File: config.mk
export PLATFORM = sky130hd
export DESIGN_NAME = cdb_arbiter_flat
export DESIGN_NICKNAME = d
export VERILOG_FILES = /design/src/rtl/cdb_arbiter_if.sv /design/src/rtl/cdb_arbiter.sv /design/src/flat_wrapper.sv
export SDC_FILE = /design/constraint.sdc
export NUM_CORES = 1
export LEC_CHECK = 0
export BUFFER_PORTS_ARGS = -buffer_cell sky130_fd_sc_hd__buf_2
export CORE_MARGIN = 5
export CORE_UTILIZATION = 48
export CTS_CLUSTER_SIZE = 16
export DETAILED_ROUTE_END_ITERATION = 12
export PLACE_DENSITY = 0.95
export SLEW_MARGIN = 5
export SYNTH_ARGS = -nofsm -noshare
export SYNTH_HDL_FRONTEND = slang
export SYNTH_SLANG_ARGS = --single-unit
File: constraint.sdc
create_clock -name clk_i -period 8.32 [get_ports clk_i]
set_input_delay 1.664 -clock clk_i [delete_from_list [all_inputs] [get_ports clk_i]]
set_output_delay 1.664 -clock clk_i [all_outputs]
set_load 0.005 [all_outputs]
File: src/rtl/cdb_arbiter_if.sv
// Requester-side result bus and CDB broadcast bundle for cdb_arbiter.
// The slave modport is the arbiter; the master modport is the FU/register-file side.
interface cdb_arbiter_if #(
    parameter int NUM_REQ = 4,
    parameter int WIDTH   = 32,
    parameter int TAG_W   = 4
);
    localparam int SRC_W = $clog2(NUM_REQ);

    logic [NUM_REQ-1:0]       req_valid;
    logic [NUM_REQ*TAG_W-1:0] req_tag;
    logic [NUM_REQ*WIDTH-1:0] req_data;
    logic [NUM_REQ-1:0]       req_ready;
    logic                     cdb_rdy;
    logic [TAG_W-1:0]         cdb_tag;
    logic [WIDTH-1:0]         cdb_data;
    logic [SRC_W-1:0]         cdb_src;

    modport master (
        output req_valid, req_tag, req_data,
        input  req_ready, cdb_rdy, cdb_tag, cdb_data, cdb_src
    );

    modport slave (
        input  req_valid, req_tag, req_data,
        output req_ready, cdb_rdy, cdb_tag, cdb_data, cdb_src
    );
endinterface

File: src/rtl/cdb_arbiter.sv
// Round-robin CDB arbiter: one functional-unit result per cycle onto the broadcast bus.
// Latency: grant in cycle N, result on the CDB in cycle N+1 (cdb_rdy high one cycle).
// Backpressure: req_ready is a one-hot same-cycle grant; losers and flush cycles simply hold.
module cdb_arbiter #(
    parameter int NUM_REQ = 4,
    parameter int WIDTH   = 32,
    parameter int TAG_W   = 4
) (
    input  logic          clk_i,
    input  logic          rst_ni,
    input  logic          flush_i,
    cdb_arbiter_if.slave  bus
);
    localparam int IDX_W = $clog2(NUM_REQ);

    logic [IDX_W-1:0] rr_ptr_q, rr_ptr_d;
    logic             cdb_rdy_q, cdb_rdy_d;
    logic [TAG_W-1:0] cdb_tag_q, cdb_tag_d;
    logic [WIDTH-1:0] cdb_data_q, cdb_data_d;
    logic [IDX_W-1:0] cdb_src_q, cdb_src_d;

    logic [TAG_W-1:0] tag_arr  [NUM_REQ];
    logic [WIDTH-1:0] data_arr [NUM_REQ];

    logic [NUM_REQ-1:0] grant_vec;
    logic               grant_found;
    logic [IDX_W-1:0]   grant_idx;
    logic [IDX_W:0]     scan_sum;
    logic [IDX_W-1:0]   scan_idx;
    logic               xfer;

    for (genvar g = 0; g < NUM_REQ; g++) begin : g_unpack
        assign tag_arr[g]  = bus.req_tag[g*TAG_W +: TAG_W];
        assign data_arr[g] = bus.req_data[g*WIDTH +: WIDTH];
    end

    // Scan from rr_ptr upward with wrap; first valid requester wins.
    always_comb begin
        grant_vec   = '0;
        grant_found = 1'b0;
        grant_idx   = '0;
        scan_sum    = '0;
        scan_idx    = '0;
        for (int k = 0; k < NUM_REQ; k++) begin
            scan_sum = {1'b0, rr_ptr_q} + (IDX_W+1)'(k);
            if (scan_sum >= (IDX_W+1)'(NUM_REQ)) begin
                scan_sum = scan_sum - (IDX_W+1)'(NUM_REQ);
            end
            scan_idx = scan_sum[IDX_W-1:0];
            if (!grant_found && bus.req_valid[scan_idx]) begin
                grant_found         = 1'b1;
                grant_idx           = scan_idx;
                grant_vec[scan_idx] = 1'b1;
            end
        end
    end

    assign xfer          = grant_found & ~flush_i;
    assign bus.req_ready = grant_vec & {NUM_REQ{rst_ni & ~flush_i}};

    always_comb begin
        rr_ptr_d   = rr_ptr_q;
        cdb_rdy_d  = 1'b0;
        cdb_tag_d  = cdb_tag_q;
        cdb_data_d = cdb_data_q;
        cdb_src_d  = cdb_src_q;
        if (xfer) begin
            rr_ptr_d   = (grant_idx == IDX_W'(NUM_REQ - 1)) ? '0 : grant_idx + 1'b1;
            cdb_rdy_d  = 1'b1;
            cdb_tag_d  = tag_arr[grant_idx];
            cdb_data_d = data_arr[grant_idx];
            cdb_src_d  = grant_idx;
        end
    end

    // Reset discards any in-flight broadcast; the ROB replays it.
    always_ff @(posedge clk_i or negedge rst_ni) begin
        if (!rst_ni) begin
            rr_ptr_q   <= '0;
            cdb_rdy_q  <= 1'b0;
            cdb_tag_q  <= '0;
            cdb_data_q <= '0;
            cdb_src_q  <= '0;
        end else begin
            rr_ptr_q   <= rr_ptr_d;
            cdb_rdy_q  <= cdb_rdy_d;
            cdb_tag_q  <= cdb_tag_d;
            cdb_data_q <= cdb_data_d;
            cdb_src_q  <= cdb_src_d;
        end
    end

    assign bus.cdb_rdy  = cdb_rdy_q;
    assign bus.cdb_tag  = cdb_tag_q;
    assign bus.cdb_data = cdb_data_q;
    assign bus.cdb_src  = cdb_src_q;
endmodule

File: src/flat_wrapper.sv
// flat-port wrapper written by rule: the top's interface ports become plain ports
module cdb_arbiter_flat 
#(
    parameter int NUM_REQ = 4,
    parameter int WIDTH   = 32,
    parameter int TAG_W   = 4
)
  (clk_i, rst_ni, flush_i, bus_req_valid, bus_req_tag, bus_req_data, bus_req_ready, bus_cdb_rdy, bus_cdb_tag, bus_cdb_data, bus_cdb_src);
  cdb_arbiter_if #(.NUM_REQ(NUM_REQ), .WIDTH(WIDTH), .TAG_W(TAG_W)) bus_i ();
  input  logic clk_i;
  input  logic rst_ni;
  input  logic flush_i;
  input wire logic [$bits(bus_i.req_valid)-1:0] bus_req_valid;
  input wire logic [$bits(bus_i.req_tag)-1:0] bus_req_tag;
  input wire logic [$bits(bus_i.req_data)-1:0] bus_req_data;
  output wire logic [$bits(bus_i.req_ready)-1:0] bus_req_ready;
  output wire logic [$bits(bus_i.cdb_rdy)-1:0] bus_cdb_rdy;
  output wire logic [$bits(bus_i.cdb_tag)-1:0] bus_cdb_tag;
  output wire logic [$bits(bus_i.cdb_data)-1:0] bus_cdb_data;
  output wire logic [$bits(bus_i.cdb_src)-1:0] bus_cdb_src;
  assign bus_i.req_valid = bus_req_valid;
  assign bus_i.req_tag = bus_req_tag;
  assign bus_i.req_data = bus_req_data;
  assign bus_req_ready = bus_i.req_ready;
  assign bus_cdb_rdy = bus_i.cdb_rdy;
  assign bus_cdb_tag = bus_i.cdb_tag;
  assign bus_cdb_data = bus_i.cdb_data;
  assign bus_cdb_src = bus_i.cdb_src;
  cdb_arbiter #(.NUM_REQ(NUM_REQ), .WIDTH(WIDTH), .TAG_W(TAG_W)) u_core (.clk_i(clk_i), .rst_ni(rst_ni), .flush_i(flush_i), .bus(bus_i));
endmodule
Word level (Yosys, flattened, before mapping)
Cells that the tools add are included.
- input bits: 151
- output and inout port bits: 43
- register bits after elaboration: 41
- word-level logic and storage cells: 85
- add/sub/neg operators: 8
- mux-type cells: 40
- magnitude comparators: 13
- equality and inequality tests: 1
- reductions and logical operators: 10
- bitwise gates (word level): 8
- operator list (cell ; number):
    32-bit binary-select mux with 2-bit select ; 1
    32-bit 2-to-1 mux ; 2
    4-bit 2-to-1 mux ; 6
    2-bit 2-to-1 mux ; 9
    1-bit 2-to-1 mux ; 13
    3-bit greater-or-equal comparator, second input constant ; 4
    2-bit by 3-bit < comparator with 1-bit output, second input constant ; 4
    4-bit OR ; 3
    1-bit binary-select mux with 2-bit select ; 4
    4-bit binary-select mux with 2-bit select ; 1
    1-bit demux with 2-bit select ; 4
    2-bit by 1-bit greater-or-equal comparator with 1-bit output, second input constant ; 4
    2-bit by 1-bit subtractor with 2-bit output, second input constant ; 4
    1-bit logical AND ; 7
    2-bit by 2-bit adder with 3-bit output, second input constant ; 2
    4-bit AND ; 1
    2-bit by 1-bit adder with 3-bit output, second input constant ; 1
    2-bit by 3-bit greater-or-equal comparator with 1-bit output, second input constant ; 1
    1-bit zero test ; 3
    2-bit NOT with 3-bit output ; 1
    2-bit by 1-bit adder with 2-bit output, second input constant ; 1
    1-bit AND ; 2
    2-bit equality test, second input constant ; 1
    1-bit NOT ; 1

Logic depth before layout (Yosys ltp)
- depth in word-level cells: 18
- gate-level depth with buffers: 16
- gate-level depth less buffers: 11

Worst setup path after synthesis
No wires, ideal clock.
- path type: in2out
- start point: input bus_req_valid[3]
- end point: output bus_req_ready[0]
- required time: 6.656 ns
- arrival time: 3.005 ns
- buffers on the path: 2
- stages: 8
- path slack: 3.651 ns
- cell sequence: clkbuf_1 mux4_2 nor2b_1 buf_6 a22oi_1 nor2_1 a221oi_1 nor2_1
- longest elaborated chain between the ends: 13
- RTL lines (item ; RTL line ; RTL):
    start, declared ; flat_wrapper.sv:13 ; input wire logic [$bits(bus_i.req_valid)-1:0] bus_req_valid;
    1-bit binary-select mux with 2-bit select ; cdb_arbiter.sv:50 ; if (!grant_found && bus.req_valid[scan_idx]) begin
    1-bit 2-to-1 mux (implied by the code) ; cdb_arbiter.sv:50 ;
    1-bit 2-to-1 mux ; cdb_arbiter.sv:50 ;
    1-bit zero test ; cdb_arbiter.sv:50 ;
    1-bit logical AND ; cdb_arbiter.sv:50 ;
    1-bit 2-to-1 mux ; cdb_arbiter.sv:50 ;
    1-bit zero test ; cdb_arbiter.sv:50 ;
    1-bit logical AND ; cdb_arbiter.sv:50 ;
    1-bit 2-to-1 mux ; cdb_arbiter.sv:50 ;
    1-bit zero test ; cdb_arbiter.sv:50 ;
    1-bit logical AND ; cdb_arbiter.sv:50 ;
    4-bit 2-to-1 mux * ; cdb_arbiter.sv:50 ;
    4-bit AND * ; cdb_arbiter.sv:59 ; assign bus.req_ready = grant_vec & {NUM_REQ{rst_ni & ~flush_i}};
    end, declared ; flat_wrapper.sv:16 ; output wire logic [$bits(bus_i.req_ready)-1:0] bus_req_ready;
Mark *: on every way between the ends. The rest lies on a longest branch, timed or not. The select of a mux whose other input is x is not followed.

Worst setup path after layout
- start point: input bus_req_valid[3]
- end point: output bus_req_ready[1]
The elaborated chain is that of the path after synthesis.

==> flow_metrics.env <==
export IMPL_path_buf_inv=2
export IMPL_synth_cell_area_sq_um=3250
export IMPL_cp_cell_sequence="buf_2 > mux4_2 > nor2b_1 > a22oi_1 > nor2_1 > a221oi_1 > nor2_1 > buf_2"
export IMPL_synthDistinctLibCells=40
export IMPL_cts_sinks=41
export IMPL_avgSynthCellArea_sq_um=9.87
export IMPL_dpl_hpwl_mm=7.42
export IMPL_dpl_worst_slack_ns=3.15
export IMPL_final_cell_mix="buf_2 (193), nor2_1 (48), mux2i_1 (41), dfrtp_1 (41), a211oi_1 (40)"
export IMPL_layout_cells_non_filler=579
export IMPL_tightest_slew_ns=1.15
export IMPL_p_total_mw=1.45
export IMPL_core_sq_um=6680
export IMPL_synthesis_nets=488
export IMPL_cp_max_fo=9
export IMPL_numPortBuffers=193
export IMPL_cts_clk_slew_worst_paths_ns=0.08
export IMPL_post_drt_wl_per_cell_microns=17.4
export IMPL_via_count=3346
export IMPL_numCtsBuffers=5
export IMPL_cts_root_buffer="clkbuf_8"
export IMPL_finClkSkew_ns=0.00300
export IMPL_hold_viol=0
export IMPL_crit_type="in -> out"
export IMPL_period_needed_ns=5.11
export IMPL_grt_pass1_vias=3467
export IMPL_irDropWorstVdd_mv=0.191
export IMPL_maxCapViolCount=0
export IMPL_htreeDepth=2
export IMPL_rsz0062_at_grt="no"
export IMPL_gp_congestion=0.831
export IMPL_finalSetupTns_ns=0
export IMPL_row_count=30
export IMPL_grt_max_degree=74
export IMPL_slowest_stage="mux4_2"
export IMPL_cp_arrival_ns=3.44
export IMPL_dr_pass1_iters=4
export IMPL_track_usage_pct=23.1
export IMPL_hold_depth=2
export IMPL_clock_fmax_mhz=196
export IMPL_ios=194
export IMPL_num_nets_final=657
export IMPL_finalWirelength_mm=10.1
export IMPL_clk_latency_ns=0.29
export IMPL_required_ns=6.66
export IMPL_post_place_cells=571
export IMPL_initialDrtViolationCount=94
export IMPL_drtAntennaViolNets=0
export IMPL_leakagePower_nw=2.01
export IMPL_rr_worst_depth=10
export IMPL_drc=0
export IMPL_die_area_sq_um=8510
export IMPL_cts_resized=0
export IMPL_fp_dieH_microns=92.2
export IMPL_layout_commonest_cell="buf_2"
export IMPL_cts_buffer_depth=2
export IMPL_ys_ff_latch=41
export IMPL_antenna_cells=0
export IMPL_synth_warnings=0
export IMPL_die_w_microns=92.2
export IMPL_outcome="finished clean"
export IMPL_fin_hold_ws_ns=0.492
export IMPL_timing_slew_headroom_pct=22.9
export IMPL_critPathCaptureType="output pin"
export IMPL_cts_tree="yes"
export IMPL_grt_remaining_overflow=0
export IMPL_area_growth_syn_to_layout_pct=30.2
export IMPL_power_density_nw_per_um2=342
export IMPL_crit_family="simple AND/OR/NAND/NOR gates"
export IMPL_grt_antenna_before_repair=0
export IMPL_syn_inst=329
export IMPL_fill_cells=550
export IMPL_initial_core_util_pct=48.6
export IMPL_setup_viol=0
export IMPL_startpoint_type="input pin"
export IMPL_cts_setup_buffers=0
export IMPL_viasPerCell=5.78
export IMPL_final_setup_worst_slack_ns=3.21
export IMPL_cts_hold_buf=0
export IMPL_worst_path_largest_cell_delay_ns=0.55
export IMPL_final_max_slew_violation_count=0
export IMPL_worst_path_stages=8
export IMPL_grt_pass1_wl_mm=16.1
export IMPL_period_share_pct=61.4
export IMPL_hp_class="reg -> reg"
export IMPL_drive_above_1_share_pct=48.5
export IMPL_seq_area_frac_synth_pct=31.6
==> kinds of logic (layout without fill, tap and decap cells) <==
| logic type | after synthesis | count (layout) | synth area share, % |
|---|---|---|---|
| compound gates | 128 | 128 | 34.8 |
| simple gates | 71 | 71 | 9.67 |
| mux | 43 | 43 | 14.0 |
| flops | 41 | 41 | 31.6 |
| buf+inv | 38 | 208 | 6.86 |
| fa+ha+maj | 8 | 8 | 3.08 |
==> worst paths after layout <==
| path | startpoint | to | slack, ns |
|---|---|---|---|
| setup reg to reg | u_core.rr_ptr_q[0] | u_core.rr_ptr_q[0] | 3.58 |
| hold / removal | u_core.bus.cdb_src[1] | u_core.bus.cdb_src[1] | 0.49 |
| setup / recovery | bus_req_valid[3] | bus_req_ready[1] | 3.21 |
| min in group asynchronous | rst_ni | u_core.bus.cdb_data[7] | 1.45 |
| max in group asynchronous | rst_ni | u_core.bus.cdb_data[30] | 6.50 |
| hold reg to reg | u_core.bus.cdb_src[1] | u_core.bus.cdb_src[1] | 0.49 |
==> metrics by stage <==
stage	cell area [sq um]	util, %
2_1_floorplan	3250	-
3_3_place_gp	4140	62.0
5_1_grt	4230	63.3
3_5_place_dp	4140	62.0
6_report	4230	63.3
4_1_cts	4230	63.3
==> synth_stat cells <==
cell type,instances,share of area [%]
a2111o_1,1,0.35
clkbuf_1,20,2.3
nor3_1,3,0.46
nor2b_1,1,0.19
a221oi_1,5,1.3
nand2_1,6,0.69
o221ai_1,1,0.27
mux2i_1,41,13
a211oi_2,30,12
a22oi_1,4,0.92
o21ai_0,4,0.62
dfrtp_1,41,32
nor4_1,1,0.19
nand2b_1,2,0.39
o211ai_2,2,0.77
a21o_1,1,0.23
clkbuf_2,2,0.31
o21ai_4,1,0.50
or2_1,1,0.19
nand3b_1,1,0.23
o21a_1,1,0.23
mux4_2,2,1.4
nor3b_1,3,0.69
a21boi_0,35,8.1
buf_8,3,1.4
a21oi_1,1,0.15
nor2_1,49,5.7
buf_12,1,0.62
or3b_1,1,0.27
nand2_2,1,0.19
buf_6,3,1.0
ha_1,8,3.1
and2_4,1,0.27
inv_2,1,0.12
buf_2,4,0.62
a211oi_1,40,9.2
a31oi_1,1,0.19
inv_1,4,0.46
a32oi_1,1,0.27
or4_1,1,0.23
==> state kept, by name, summed over array words and instances (netlist names) <==
register / cells
u_core.bus.cdb_rdy: 1
u_core.bus.cdb_tag: 4
u_core.bus.cdb_src: 2
u_core.bus.cdb_data: 32
u_core.rr_ptr_q: 2
==> tightest hold or removal path: cells and delay by family, from the launching register on <==
family | cells | cell delay (ns)
simple gates | 2 | 0.11
flops | 1 | 0.35
==> layer usage <==
layer	vias up	GRT usage, %	part of all wire (%)
met5	-	0	0
met4	0	8.29	1.9
met3	20	6.48	8.2
met2	159	40.9	51
met1	1586	26.4	39
li1	1581	-	-
==> area by class of cell <==
type | instances | area, sq um | area share [%]
multi-input cells | 250 | 2010 | 47.7
flip-flops and latches | 41 | 1030 | 24.3
repair buffers | 195 | 981 | 23.2
well taps | 80 | 100 | 2.37
clock buffers | 5 | 68.8 | 1.63
inverters | 5 | 18.8 | 0.444
clock inverters | 3 | 17.5 | 0.414
==> report_power, final <==
| group | total [mW] | internal, mW | switching [mW] |
|---|---|---|---|
| clock | 0.131 | 0.0580 | 0.0728 |
| combinational | 0.946 | 0.406 | 0.539 |
| sequential | 0.369 | 0.298 | 0.0703 |
| total | 1.45 | 0.763 | 0.682 |
No activity file was read; power rests on OpenSTA's default activity.
